<file path="src/rtl/note_ram_pkg.sv">
// Shared definitions for the note RAM controller: geometry, note field layout, requester and state encodings.
// Latency: n/a (constants, types and pure helper functions only).
// Backpressure: n/a.
package note_ram_pkg;

    localparam int DATA_W = 62;
    localparam int ADDR_W = 7;
    localparam int DEPTH  = 101;

    // Note word layout: id | start time (us) | end time (us)
    localparam int NOTE_ID_HI = 61;
    localparam int NOTE_ID_LO = 58;
    localparam int T_START_HI = 57;
    localparam int T_START_LO = 29;
    localparam int T_END_HI   = 28;
    localparam int T_END_LO   = 0;

    typedef logic [DATA_W-1:0] noteWord_t;
    typedef logic [ADDR_W-1:0] noteAddr_t;

    // Requester index doubles as the bit position in the read req/gnt vectors
    typedef enum logic {
        REQ_REC = 1'b0,
        REQ_PB  = 1'b1
    } reqSel_t;

    typedef enum logic {
        RUN   = 1'b0,
        CLEAR = 1'b1
    } arbState_t;

    function automatic logic addrInRange(input noteAddr_t addr);
        return addr < noteAddr_t'(DEPTH);
    endfunction

    function automatic logic [NOTE_ID_HI-NOTE_ID_LO:0] noteId(input noteWord_t w);
        return w[NOTE_ID_HI:NOTE_ID_LO];
    endfunction

    function automatic logic [T_START_HI-T_START_LO:0] noteStart(input noteWord_t w);
        return w[T_START_HI:T_START_LO];
    endfunction

    function automatic logic [T_END_HI-T_END_LO:0] noteEnd(input noteWord_t w);
        return w[T_END_HI:T_END_LO];
    endfunction

endpackage

</file>
<file path="src/rtl/note_read_rr_arbiter.sv">
// Two-way round-robin arbiter for the note RAM read port (recorder vs playback).
// Latency: grant is combinational from req in the same cycle; the tie pointer updates at the clock edge.
// Backpressure: a lone requester is always granted; on a tie the loser holds its request and wins the next tie.
module note_read_rr_arbiter
    import note_ram_pkg::*;
(
    input  logic       clk,
    input  logic       reset,
    input  logic [1:0] req,
    output logic [1:0] gnt
);

    // Requester that wins the next tie; recorder is favoured out of reset
    reqSel_t favoured;

    // Grant a lone requester directly, otherwise the favoured one
    always_comb begin
        gnt = req;
        if (req == 2'b11) begin
            gnt = (favoured == REQ_REC) ? 2'b01 : 2'b10;
        end
    end

    // Only contested cycles move the pointer, so an uncontested stream never steals priority
    always_ff @(posedge clk) begin
        if (reset) begin
            favoured <= REQ_REC;
        end else if (req == 2'b11) begin
            favoured <= (favoured == REQ_REC) ? REQ_PB : REQ_REC;
        end
    end

endmodule

</file>
<file path="src/rtl/note_ram_arbiter.sv">
// Note RAM controller: shares NoteStorage ports between recorder and playback and runs the slot-clear sequence.
// Latency: grants same cycle, read data/valid one cycle after grant, writes land at the edge ending the grant.
// Backpressure: no grants during CLEAR or reset; requesters hold requests until granted.
module note_ram_arbiter
    import note_ram_pkg::*;
(
    input  logic              clk,
    input  logic              reset,

    input  logic              clear_start,
    output logic              clear_busy,
    output logic              clear_done,

    input  logic              rec_rd_req,
    input  logic [ADDR_W-1:0] rec_rd_addr,
    output logic              rec_rd_gnt,
    output logic              rec_rvalid,
    input  logic              rec_wr_req,
    input  logic [ADDR_W-1:0] rec_wr_addr,
    input  logic [DATA_W-1:0] rec_wdata,
    output logic              rec_wr_gnt,

    input  logic              pb_rd_req,
    input  logic [ADDR_W-1:0] pb_rd_addr,
    output logic              pb_rd_gnt,
    output logic              pb_rvalid,

    output logic [DATA_W-1:0] rdata,
    output logic              addr_err,

    output logic [ADDR_W-1:0] ram_rd_addr,
    output logic [ADDR_W-1:0] ram_wr_addr,
    output logic [DATA_W-1:0] ram_wdata,
    output logic              ram_we,
    input  logic [DATA_W-1:0] ram_rdata
);

    arbState_t state;
    arbState_t stateNext;
    noteAddr_t clearCnt;

    logic      runGate;
    logic      lastClear;
    logic [1:0] rdReq;
    logic [1:0] rdGnt;
    logic      rdAny;
    noteAddr_t rdAddr;
    logic      rdInRange;
    logic      wrInRange;
    logic      wrEffective;
    logic      fwdHit;

    // Registered read-return context, captured with the grant
    logic      rdValidQ;
    reqSel_t   ownerQ;
    logic      zeroQ;
    logic      fwdQ;
    noteWord_t fwdDataQ;
    logic      addrErrQ;
    logic      clearDoneQ;

    // Grants exist only in RUN and never while reset is held, so outputs sit at reset values
    assign runGate   = (state == RUN) && !reset;
    assign lastClear = (state == CLEAR) && (clearCnt == noteAddr_t'(DEPTH - 1));

    assign rdReq = {pb_rd_req, rec_rd_req} & {2{runGate}};

    note_read_rr_arbiter u_rdArb (
        .clk   (clk),
        .reset (reset),
        .req   (rdReq),
        .gnt   (rdGnt)
    );

    assign rec_rd_gnt = rdGnt[REQ_REC];
    assign pb_rd_gnt  = rdGnt[REQ_PB];
    assign rec_wr_gnt = rec_wr_req && runGate;

    assign rdAny       = |rdGnt;
    assign rdAddr      = rdGnt[REQ_PB] ? pb_rd_addr : rec_rd_addr;
    assign rdInRange   = addrInRange(rdAddr);
    assign wrInRange   = addrInRange(rec_wr_addr);
    assign wrEffective = rec_wr_gnt && wrInRange;
    // RAM read port returns the old word on a same-address collision, so bypass the write data
    assign fwdHit      = rdAny && rdInRange && wrEffective && (rec_wr_addr == rdAddr);

    // State register
    always_ff @(posedge clk) begin
        if (reset) begin
            state <= RUN;
        end else begin
            state <= stateNext;
        end
    end

    // Next-state: clear_start only matters in RUN, so a pulse during CLEAR is ignored
    always_comb begin
        stateNext = state;
        unique case (state)
            RUN:     if (clear_start) stateNext = CLEAR;
            CLEAR:   if (lastClear)   stateNext = RUN;
            default: stateNext = RUN;
        endcase
    end

    // FSM outputs: RAM port steering and busy flag
    always_comb begin
        ram_we      = 1'b0;
        ram_wr_addr = '0;
        ram_wdata   = '0;
        ram_rd_addr = '0;
        clear_busy  = 1'b0;
        if (!reset) begin
            unique case (state)
                RUN: begin
                    ram_we      = wrEffective;
                    ram_wr_addr = rec_wr_gnt ? rec_wr_addr : '0;
                    ram_wdata   = rec_wr_gnt ? rec_wdata : '0;
                    ram_rd_addr = (rdAny && rdInRange) ? rdAddr : '0;
                end
                CLEAR: begin
                    ram_we      = 1'b1;
                    ram_wr_addr = clearCnt;
                    clear_busy  = 1'b1;
                end
                default: ;
            endcase
        end
    end

    // Clear counter sits at zero in RUN so CLEAR always starts from slot 0
    always_ff @(posedge clk) begin
        if (reset || (state == RUN)) begin
            clearCnt <= '0;
        end else begin
            clearCnt <= clearCnt + noteAddr_t'(1);
        end
    end

    // Capture owner, zero/forward selection and pulse flags alongside the grant
    always_ff @(posedge clk) begin
        if (reset) begin
            rdValidQ   <= 1'b0;
            ownerQ     <= REQ_REC;
            zeroQ      <= 1'b0;
            fwdQ       <= 1'b0;
            fwdDataQ   <= '0;
            addrErrQ   <= 1'b0;
            clearDoneQ <= 1'b0;
        end else begin
            rdValidQ   <= rdAny;
            ownerQ     <= rdGnt[REQ_PB] ? REQ_PB : REQ_REC;
            zeroQ      <= rdAny && !rdInRange;
            fwdQ       <= fwdHit;
            if (fwdHit) begin
                fwdDataQ <= rec_wdata;
            end
            addrErrQ   <= (rdAny && !rdInRange) || (rec_wr_gnt && !wrInRange);
            clearDoneQ <= lastClear;
        end
    end

    assign rec_rvalid = rdValidQ && (ownerQ == REQ_REC);
    assign pb_rvalid  = rdValidQ && (ownerQ == REQ_PB);
    assign addr_err   = addrErrQ;
    assign clear_done = clearDoneQ;

    // Read data mux: out-of-range reads return zero, collisions return the forwarded word
    always_comb begin
        rdata = '0;
        if (rdValidQ) begin
            if (zeroQ) begin
                rdata = '0;
            end else if (fwdQ) begin
                rdata = fwdDataQ;
            end else begin
                rdata = ram_rdata;
            end
        end
    end

endmodule

</file>
<file path="config.mk">
export PLATFORM = sky130hd
export DESIGN_NAME = note_ram_arbiter
export DESIGN_NICKNAME = d
export VERILOG_FILES = /design/src/rtl/note_ram_pkg.sv /design/src/rtl/note_read_rr_arbiter.sv /design/src/rtl/note_ram_arbiter.sv
export SDC_FILE = /design/constraint.sdc
export NUM_CORES = 1
export LEC_CHECK = 0
export ABC_AREA = 1
export CAP_MARGIN = 20
export CORE_MARGIN = 5
export CORE_UTILIZATION = 41
export CTS_BUF_LIST = sky130_fd_sc_hd__clkbuf_16
export CTS_CLUSTER_SIZE = 12
export DETAILED_ROUTE_END_ITERATION = 7
export PLACE_DENSITY = 0.91
export SKIP_CTS_REPAIR_TIMING = 1
export SLEW_MARGIN = 20
export SYNTH_ARGS = -nofsm -noshare
export SYNTH_HDL_FRONTEND = slang
export SYNTH_SLANG_ARGS = --single-unit
</file>
<file path="constraint.sdc">
create_clock -name clk -period 3.2 [get_ports clk]
set_clock_uncertainty 0.2 [all_clocks]
set_input_delay 0.48 -clock clk [delete_from_list [all_inputs] [get_ports clk]]
set_output_delay 0.48 -clock clk [all_outputs]
set_load 0.01 [all_outputs]
</file>
==> run summary <==
Hpwl dp - 14.8 mm
Path depth of the worst reg2reg path - 13
GR Overflow Total - 0
Post-synth top area cell - dfxtp_1
Place WS - -279 ps
Slew headroom - 0.594
Hold Vio Cnt, Final - 0
Share of cells above drive strength 1 - 0.0658
Clock Tree Root - clkbuf_16
Hold crit path type - reg -> reg
Type of the worst setup path - in -> out
Std-Cell Rows - 40
Distinct cells, synth - 27
Worst path cell trace - clkdlybuf4s50_1 -> nor2_4 -> buf_4 -> buf_4 -> nand2_2 -> a21oi_1 -> or2_2 -> clkdlybuf4s50_1
Largest stage delay, worst path - 540 ps
RSZ-0062 raised after global routing - yes
Gr usage total - 0.254
Syn Nets - 1,031
Initial Utilization - 0.419
TritonCTS clock tree - yes
N_diodes - 0
Total CTS buffers - 9
Area post-placement - 8250 um^2
Initial antenna violation count - 0
Critical Path Start - reset
# IOs - 298
Chip width - 121 um
Fin crit period - 3160 ps
Period Utilization, post-route - 0.988
Port Buffers - 297
# setup viols final - 0
Die ar. - 14,600 um^2
Inst Count DP - 1,300
Post-Synthesis Cells - 878
Leak pwr - 4.06 nW
Final RePlAce weighted congestion - 0.945
Worst path top cell family by delay - buffers and inverters
DR iter-0 viols - 542
Yosys synthesis warning count - 0
Sink Count - 77
Critical path data required time - 2520 ps
Maximum VDD drop - 292 uV
Crit path max-delay cell type - clkdlybuf4s50_1
Clock Tree Buf Depth - 2
Post-synth EDFFs - 0
Final WL - 19.5 mm
Routed wire per std cell - 14.8 um
Layout Nets - 1,318
Status - finished, final reports clean
Drc violations - 0
Synth top area share - 0.306
Vias/cell - 5.00
Worst-margin pin slew - 608 ps
Buffers & Inverters on Critical Path - 4
Critical Path Sink - ram_we
DRT Pass-1 Iters - 5
First-pass GRT wire length - 30.4 mm
Mapped Area - 5040 um^2
Asr flop ratio synth - 0
CP Depth - 8
Top area cells in the synthesized netlist - dfxtp_1, nor2_1, nand2_1
Seq/Total Area, Yosys - 0.306
Flip-flop and latch count after synthesis - 77
Worst Path Arrival - 2480 ps
Die Span Y - 121 um
Fin area - 8600 um^2
Max Slew Vio Count - 0
Reg clk slew, reported paths - 60 ps
Core Box Area - 12,000 um^2
Synth-to-layout area growth - 70.9%
Crit Path Max Fanout - 5
Vias in the first global route - 6,171
Peak Freq - 316 MHz
Cell Pwr Density - 331 nW/um^2
Most instantiated cells after synthesis - nor2_1, nand2_1, inv_1
Reg2reg end - fwdDataQ[18]
Vias - 6,587
Setup ws final - 37.8 ps
Worst R2R Setup Slack - 570 ps
Crit end category - output port
Clk_lat worst skew - 330 ps
Count leader, synth - nor2_1
Fin cells - 1,317
# H-tree levels - 3
Final core utilization - 0.716
Syn_area_per_cell - 5.74 um^2
Startpoint Class - primary input
Top FF cell, synth - dfxtp_1
RR Startpoint - state
Maxcap violations - 0
Largest net degree at the start of global routing - 116
Routed Antenna Nets - 0
## how the worst min path moves through the flow
stage / startpoint / end / slack (ps) / cells past startpoint
6_report: clearCnt[0] / clearCnt[0] / 270 / 1
5_1_grt: clearCnt[0] / clearCnt[0] / 270 / 1
3_5_place_dp: clearCnt[0] / clearCnt[0] / 250 / 1
3_3_place_gp: clearCnt[0] / clearCnt[0] / 230 / 1
4_1_cts: clearCnt[0] / clearCnt[0] / 260 / 1
2_1_floorplan: clearCnt[0] / clearCnt[0] / 220 / 1
## stage by stage
| stage | TNS (ps) | power [mW] | hold slack (ps) |
|---|---|---|---|
| finish | 0 | 2.85 | 265 |
| global route | -42.3 | 2.97 | 274 |
| CTS | -1880 | 2.87 | 264 |
| detailed placement | -2330 | 1.76 | 254 |
| global placement | -1340 | 1.75 | 227 |
| floorplan | 0 | 1.30 | 217 |
## kinds of logic after synthesis
| logic type | Yosys count | share of synthesized area |
|---|---|---|
| flip-flops | 77 | 0.306 |
| buffers and inverters | 170 | 0.145 |
| adder cells (fa/ha/maj) | 2 | 0.00497 |
| XOR/XNOR | 1 | 0.00174 |
| AND/OR/NAND/NOR | 543 | 0.452 |
| AO/OA/AOI/OAI | 85 | 0.0904 |
## cell type report
type | count | area, um^2
Sequential cell | 77 | 1540
Timing Repair Buffer | 338 | 3360
Multi-Input combinational cell | 631 | 2790
Tap cell | 147 | 184
Fill cell | 1001 | 3410
Clock buffer | 9 | 225
Inverter | 108 | 405
Clock inverter | 7 | 97.6
## cell usage in the layout, fill, tap and decap left out, types with 2 or more instances in the layout
| cell type | instances |
|---|---|
| a21oi_1 | 71 |
| buf_12 | 6 |
| buf_4 | 35 |
| bufinv_16 | 2 |
| clkbuf_16 | 9 |
| clkbuf_2 | 4 |
| clkdlybuf4s50_1 | 285 |
| clkinv_1 | 2 |
| dfxtp_1 | 76 |
| dlymetal6s2s_1 | 8 |
| ha_1 | 2 |
| inv_1 | 102 |
| inv_2 | 5 |
| inv_6 | 2 |
| nand2_1 | 110 |
| nand3_1 | 83 |
| nand3b_1 | 2 |
| nand4_1 | 4 |
| nor2_1 | 270 |
| nor2_4 | 3 |
| nor3_1 | 65 |
| o21ai_0 | 5 |
| o22ai_1 | 6 |
## power breakdown
group / internal [mW] / switching [mW] / leakage (nW)
combinational: 0.415 / 0.356 / 3.28
clock: 0.688 / 0.418 / 0.154
sequential: 0.965 / 0.00530 / 0.622
## per-layer routing
layer / wire (um) / up-vias / track usage / part of all wire
met5: 0 / - / 0 / 0
met1: 7860 / 2986 / 0.307 / 0.40
met4: 234 / 0 / 0.0538 / 0.012
met3: 1460 / 18 / 0.0627 / 0.075
li1: - / 3320 / - / -
met2: 9900 / 263 / 0.454 / 0.51
## sequential cells by signal, indices dropped and copies added (netlist names)
name,count
state,1
ownerQ,1
clear_done,1
addr_err,1
fwdQ,1
fwdDataQ,62
zeroQ,1
u_rdArb.favoured,1
clearCnt,7
rdValidQ,1
Power figures use the tool's default switching activity.
